==> src/rtl/rx_channel.sv <==
// rx_channel: bus receive stage buffering accepted beats in a FWFT FIFO, with a sticky stability monitor
module rx_channel #(
    parameter int WIDTH = 8,
    parameter int DEPTH = 4
) (
    input  logic                       ACLK,
    input  logic                       ARESETn,
    input  logic                       VALID,
    output logic                       READY,
    input  logic [WIDTH-1:0]           xDATA,
    output logic [WIDTH-1:0]           rx_data,
    output logic                       rx_valid,
    input  logic                       rx_en,
    output logic [$clog2(DEPTH):0]     rx_count,
    output logic                       proto_err
);
    localparam int AW = $clog2(DEPTH);
    localparam logic [AW:0] FULL = (AW+1)'(DEPTH);

    typedef enum logic {RST, RUN} state_t;

    state_t           state;
    logic [AW-1:0]    wr_ptr;
    logic [AW-1:0]    rd_ptr;
    logic [AW:0]      count;
    logic [WIDTH-1:0] mem [DEPTH];
    logic             hold_valid;
    logic [WIDTH-1:0] hold_data;
    logic             push;
    logic             pop;
    logic             violation;

    assign READY     = (state == RUN) && (count != FULL);
    assign rx_valid  = (count != '0);
    assign rx_data   = mem[rd_ptr];
    assign rx_count  = count;
    assign push      = VALID && READY;
    assign pop       = rx_en && rx_valid;
    assign violation = hold_valid && (!VALID || (xDATA != hold_data));

    // storage array; contents need no reset since count gates visibility
    always_ff @(posedge ACLK) begin
        if (push)
            mem[wr_ptr] <= xDATA;
    end

    // control: state machine, pointers, occupancy and protocol monitor
    always_ff @(posedge ACLK) begin
        if (!ARESETn) begin
            state      <= RST;
            wr_ptr     <= '0;
            rd_ptr     <= '0;
            count      <= '0;
            hold_valid <= 1'b0;
            hold_data  <= '0;
            proto_err  <= 1'b0;
        end else if (state == RST) begin
            state      <= RUN;
            hold_valid <= 1'b0;
        end else begin
            if (push)
                wr_ptr <= wr_ptr + 1'b1;
            if (pop)
                rd_ptr <= rd_ptr + 1'b1;
            if (push && !pop)
                count <= count + 1'b1;
            else if (pop && !push)
                count <= count - 1'b1;
            hold_valid <= VALID && !READY;
            hold_data  <= xDATA;
            if (violation)
                proto_err <= 1'b1;
        end
    end
endmodule

==> config.mk <==
export PLATFORM = sky130hd
export DESIGN_NAME = rx_channel
export DESIGN_NICKNAME = d
export VERILOG_FILES = /design/src/rtl/rx_channel.sv
export SDC_FILE = /design/constraint.sdc
export NUM_CORES = 1
export LEC_CHECK = 0
export CAP_MARGIN = 20
export CORE_MARGIN = 5
export CORE_UTILIZATION = 49
export CTS_CLUSTER_DIAMETER = 60
export DETAILED_ROUTE_END_ITERATION = 8
export GPL_ROUTABILITY_DRIVEN = 0
export MAX_ROUTING_LAYER = met4
export PLACE_DENSITY = 0.79
export SYNTH_ARGS = -nofsm -noshare
export SYNTH_HDL_FRONTEND = slang
export SYNTH_SLANG_ARGS = --single-unit
==> constraint.sdc <==
create_clock -name ACLK -period 2.35 [get_ports ACLK]
set_clock_uncertainty 0.2 [all_clocks]
set_input_delay 0.235 -clock ACLK [delete_from_list [all_inputs] [get_ports ACLK]]
set_output_delay 0.235 -clock ACLK [all_outputs]
set_load 0.1 [all_outputs]
==> metrics.cfg <==
[run_status]
status=complete, no violations

[layout]
layout.nets=190
antennaDiodeCount=0
design_area_um2=2653
fillCellCount=296
layout-drive-gt1-share_pct=25.43
area_delta_synth_final_pct=26.34

[floorplan]
coreArea_um2=4086
die_w_um=75.46
die_y_um=75.46
io-pin-count=26
die_area_um2=5693
initial_core_util_pct=51.38
rows=23

[power_and_ir_drop]
p_total_mw=2.332
p_int_mw=1.585
p_clk_share_pct=26.4
p_comb_share_pct=28.5
p_leak_nw=1.005
power_density_nw_per_um2=879.1
sw_frac_of_total_pct=32.04
switching_power_uw=747.0
peakVddDrop_uv=685.9
p_seq_share_pct=45.1

[clock_tree]
cts.htree.levels=2
cts_setup_buffers=0
cts.path.max_buffers=2
hold_buffers=0
cts_sinks=52
clockRootBuffer=clkbuf_8
clkLatencyLatePin_ns=0.30
clkSlewWorstSetupHoldPaths_ns=0.08
cts_made_buffers=5
cts_tree=done
post_cts_resized=0

[grt]
track_usage_pct=15.59
first_global_vias=1260
antenna_found_initial=0
grt_pass1_wl_um=6285
overflow=0
grt_start_max_net_pins=18

[synthesis]
syn_area_um2=2100
synthesis.nets=159
netlist_instances=141
ys_ff_latch=52
yosys_warnings=0
ys_seq_area_share_pct=64.84
synth_area_per_cell_um2=14.89
yosysUniqueCellTypes=31

[setup_path]
path_buf_inv=1
critical-path-max-stage-delay_ns=0.41
startpoint_type=flop
crit_fanout=7
reg2reg_depth=8
critical_path.slowest_cell=or3_4
critPathRequiredTime_ns=2.38
cpLargestDelayFamily=simple AND/OR/NAND/NOR gates
crit_cells=8
worstSetupEndpointType=flop
worstSetupPathType=flop to flop
crit_arrival_ns=2.27
crit_chain=or3_4 -> nand2_4 -> ha_4 -> inv_1 -> fa_2 -> xor2_1 -> or3_1 -> a21oi_1

[detailed_routing]
dr_total_vias=1179
drc=0
dr.pass1.iters=4
wirelength_um=3740
drt_iter0_markers=51
wl_per_cell_um=16.77
antenna_left=0
viasPerCell=5.287

[sta]
tightest_slew_ns=0.4745
setup_viol=0
drv_slew=0
rsz0062_at_grt=false
period_share_pct=95.40
min_period_ns=2.242
tns_ns=0
fmax_mhz=446.1
relSlewSlack_pct=68.37
holdWs_ns=0.2755
hold_violations=0

[min_path]
worst_hold_path.num_cells=1
holdCritPathClass=input port to flop

[place]
place_area_um2=2536
post-dp-hpwl_um=2635
io_buffer_count=25

[run]
maxCapViolCount=0

-- per-layer routing --
layer | track usage [%] | share of wire, % | vias up
met4 | 4.660 | 1.3 | 0
met3 | 4.090 | 5.0 | 6
met5 | - | 0 | -
met1 | 19.06 | 43 | 573
met2 | 25.50 | 51 | 25
li1 | - | - | 575
-- synthesized netlist by cell type --
master    count  area share, %
xor2_1       10            4.2
mux4_2        8            8.6
ha_1          5            3.0
xnor2_1       1           0.42
o21ai_0       3           0.71
a21oi_1       4           0.95
clkbuf_1      1           0.18
inv_1         3           0.54
a31oi_1       1           0.30
nor3_1        1           0.24
inv_2         2           0.36
or3_1         3           0.89
a21o_1        1           0.36
o311ai_2      1           0.77
and2_1        2           0.60
mux2i_1       9            4.3
buf_2         3           0.71
nand3_1       2           0.48
nor2_1       13            2.3
or3b_1        1           0.42
nand2b_1      1           0.30
nor3_2        1           0.48
and3_1        4            1.2
edfxtp_1     32             46
nor3b_1       2           0.71
o21ai_1       1           0.24
buf_1         1           0.18
fa_1          1           0.95
nor4_1        1           0.30
dfxtp_1      20             19
nand2_1       3           0.54
-- cell families after synthesis --
| family | after synthesis | synth area share (%) |
|---|---|---|
| xor+xnor | 11 | 4.589 |
| compound gates | 11 | 3.337 |
| flops | 52 | 64.84 |
| buf+inv | 10 | 1.966 |
| fa+ha+maj | 6 | 3.933 |
| mux | 17 | 12.87 |
| simple gates | 34 | 8.462 |
-- metrics by stage --
step / setup slack, ns / util [%] / instances
after global placement: 0.03972 / 62.06 / 215
after detailed placement: -0.03425 / 62.06 / 215
after CTS: 0.08693 / 64.91 / 223
after global routing: 0.02968 / 64.91 / 223
after floorplan: -0.1188 / - / 141
final: 0.1081 / 64.91 / 223
-- worst reg2reg max path: cells and delay by family (launching register included) --
kind / cells / cell delay [ns]
fa+ha+maj: 2 / 0.46
buf+inv: 1 / 0.05
flops: 1 / 0.38
compound gates: 1 / 0.13
simple gates: 3 / 0.80
xor+xnor: 1 / 0.16
-- flip-flops by register name (all words and copies together) (netlist names), named ones only --
name and flops:
hold_data 8, hold_valid 1, mem 32, proto_err 1
rd_ptr 2, rx_count 3, state 1, wr_ptr 2
-- area by class of cell --
class	instances	area, µm²	share of cell area [%]
Clock buffer	6	82.58	3.113
Timing Repair Buffer	29	357.8	13.49
Sequential cell	52	1373	51.75
Clock inverter	2	33.78	1.274
Multi-Input combinational cell	79	724.4	27.31
Tap cell	50	62.56	2.358
Inverter	5	18.77	0.7075
-- power groups by stage --
stage          Clock, mW  Combinational, mW  Sequential [mW]
2_1_floorplan          0              0.402             1.14
3_3_place_gp           0              0.656             1.07
3_5_place_dp           0              0.670             1.07
4_1_cts            0.622              0.671             1.05
5_1_grt            0.669              0.699             1.06
6_report           0.616              0.664             1.05
-- worst paths after layout --
kind	from	end	slack [ns]
setup / recovery	rx_count[0]$_SDFFE_PN0P_	rx_count[2]$_SDFFE_PN0P_	0.11
hold / removal	ARESETn	state$_DFF_P_	0.28
setup reg to reg	rx_count[0]$_SDFFE_PN0P_	rx_count[2]$_SDFFE_PN0P_	0.11
hold reg to reg	rd_ptr[1]$_SDFFE_PN0P_	rd_ptr[1]$_SDFFE_PN0P_	0.30
-- cells in the final DEF, fill, tap and decap left out, types with 2 or more instances in the layout --
cell type | netlist | final
nand3_1 | 2 | 2
dfxtp_1 | 20 | 17
o21ai_0 | 3 | 3
or3_1 | 3 | 2
mux2i_1 | 9 | 9
inv_2 | 2 | 2
nor2_1 | 13 | 13
xor2_1 | 10 | 10
clkdlybuf4s50_1 | 0 | 11
ha_1 | 5 | 4
and2_1 | 2 | 2
dfxtp_4 | 0 | 3
nor3b_1 | 2 | 2
nand2_1 | 3 | 2
and3_1 | 4 | 4
buf_12 | 0 | 9
inv_1 | 3 | 3
edfxtp_1 | 32 | 32
buf_4 | 0 | 9
clkbuf_8 | 0 | 6
a21oi_1 | 4 | 4
mux4_2 | 8 | 8
(Power assumes the default switching activity.)
==> variant: new RTL, same settings <==
Set the parameter `WIDTH` to 12 (it was 8).
--- a/src/rtl/rx_channel.sv
+++ b/src/rtl/rx_channel.sv
@@ -1,6 +1,6 @@
 // rx_channel: bus receive stage buffering accepted beats in a FWFT FIFO, with a sticky stability monitor
 module rx_channel #(
-    parameter int WIDTH = 8,
+    parameter int WIDTH = 12,
     parameter int DEPTH = 4
 ) (
     input  logic                       ACLK,
Ports: changed (resized rx_data and xDATA); port bits go from 26 to 34. The function was not compared with the original's and may differ.
==> variant against the unedited design <==
  * Maximum frequency up 5.1%
  * Final area increased by 39%
  * Power grew 45%
  * Critical endpoint unchanged
  * Final cell count rose by 35%
  * Sequential cell count increased by 20
  * Synthesized cell count increased by 23%
  * Synthesized area rose by 38%
  * Routed wire length grew 32%
  * Worst setup slack better by 110 ps
  * Utilization shrank 2.1 points
==> variant: results (changes against the unedited design) <==
global_route:
  grt_max_degree: 24  # was 18
  track_usage_pct: 15.6  # about the same
  grtUsageMet1_pct: 19.0  # was 19.1%
  grt_pass1_wl_mm: 8.22  # was 6.29 mm
  grt_pass1_vias: 1603  # was 1260
  grt_util_met2_pct: 24.0  # was 25.5%
pwr:
  p_sw_share_pct: 33.0  # was 32.0%
  pwr-share-clk_pct: 27.8  # was 26.4%
  ir_drop_mv: 0.874  # was 0.686 mV
  leakagePower_nw: 1.33  # was 1.01 nW
  power_frac_comb_pct: 28.9  # was 28.5%
timing:
  relSlewSlack_pct: 55.6  # was 68.4%
place:
  placed_cell_area_sq_um: 3480  # was 2540 sq um
  place_hpwl_mm: 3.25  # was 2.64 mm
synth:
  synth_edf_count: 48  # was 32
  synth-seq-area-share_pct: 66.2  # was 64.8%
  synth.net_count: 196  # was 159
  synthDistinctLibCells: 28  # was 31
  synth_area_leaders: "edfxtp_1 (50%), dfxtp_1 (17%), mux4_2 (9.3%), mux2i_1 (4.8%), xnor2_1 (3.9%)"  # was edfxtp_1 (46%), dfxtp_1 (19%), mux4_2 (8.6%), mux2i_1 (4.3%), xor2_1 (4.2%)
worst_hold_path:
  min_path_type: "reg -> reg"  # was in -> reg
critical_path:
  slowest_stage: "dfxtp_4"  # was or3_4
  path_delay_family: "adder cells"  # was simple AND/OR/NAND/NOR gates
  cp_max_fo: 6  # was 7
run_status:
  status: "finished, final reports clean"  # unchanged
routing:
  route.met2.wl_mm: 2.49  # was 1.90 mm
  drt_iter0_markers: 107  # was 51
clock_tree:
  clkLatencyLatePin_ps: 340  # was 300 ps
cells_and_area:
  largest_reg_flops: 48  # was 32
==> variant: cell count changes after synthesis, sizes merged, moves of 5 or more <==
cell and change:
edfxtp +16, nor2b +14, nor2 -12, xnor2 +12
and2 +8, mux2i +5, xor2 -5
==> variant: worst paths after layout <==
kind | to | slack, ps | cells past startpoint | start
worst max-delay path | rx_count[2] | 220 | 9 | rx_count[0]
worst min-delay path | hold_data[5] | 340 | 2 | hold_data[5]
worst max register to register | rx_count[2] | 220 | 9 | rx_count[0]
worst min register to register | hold_data[5] | 340 | 2 | hold_data[5]
==> variant: worst register-to-register path, delay by kind of cell, from the launching register on <==
family	cells	cell delay [ps]
fa+ha+maj	2	540
flops	1	370
compound gates	1	310
xor+xnor	2	260
simple gates	2	220
buf+inv	2	130
==> variant: final cells by class <==
cell class              instances  area (sq um)  area share, %
flip-flops and latches         72          1930           52.5
inverters                       4          15.0          0.408
clock buffers                   9           124           3.37
multi-input cells              92           925           25.2
repair buffers                 42           515           14.0
clock inverters                 7          72.6           1.97
well taps                      75          93.8           2.55
==> variant: cell families (layout without fill, tap and decap cells) <==
| family | Yosys count | count (layout) | synth area share (%) |
|---|---|---|---|
| simple gates | 39 | 39 | 8.70 |
| mux | 26 | 26 | 14.1 |
| flops | 72 | 72 | 66.2 |
| buf+inv | 10 | 62 | 1.98 |
| fa+ha+maj | 6 | 6 | 2.84 |
| xor+xnor | 18 | 18 | 5.43 |
| compound gates | 3 | 3 | 0.732 |
==> variant: stage by stage <==
step | setup WS (ps) | power [mW] | instances
floorplan | 11.8 | 2.17 | 174
global placement | 75.7 | 2.46 | 285
detailed placement | 27.0 | 2.48 | 285
CTS | 181 | 3.41 | 301
global route | 64.5 | 3.52 | 301
finish | 217 | 3.38 | 301
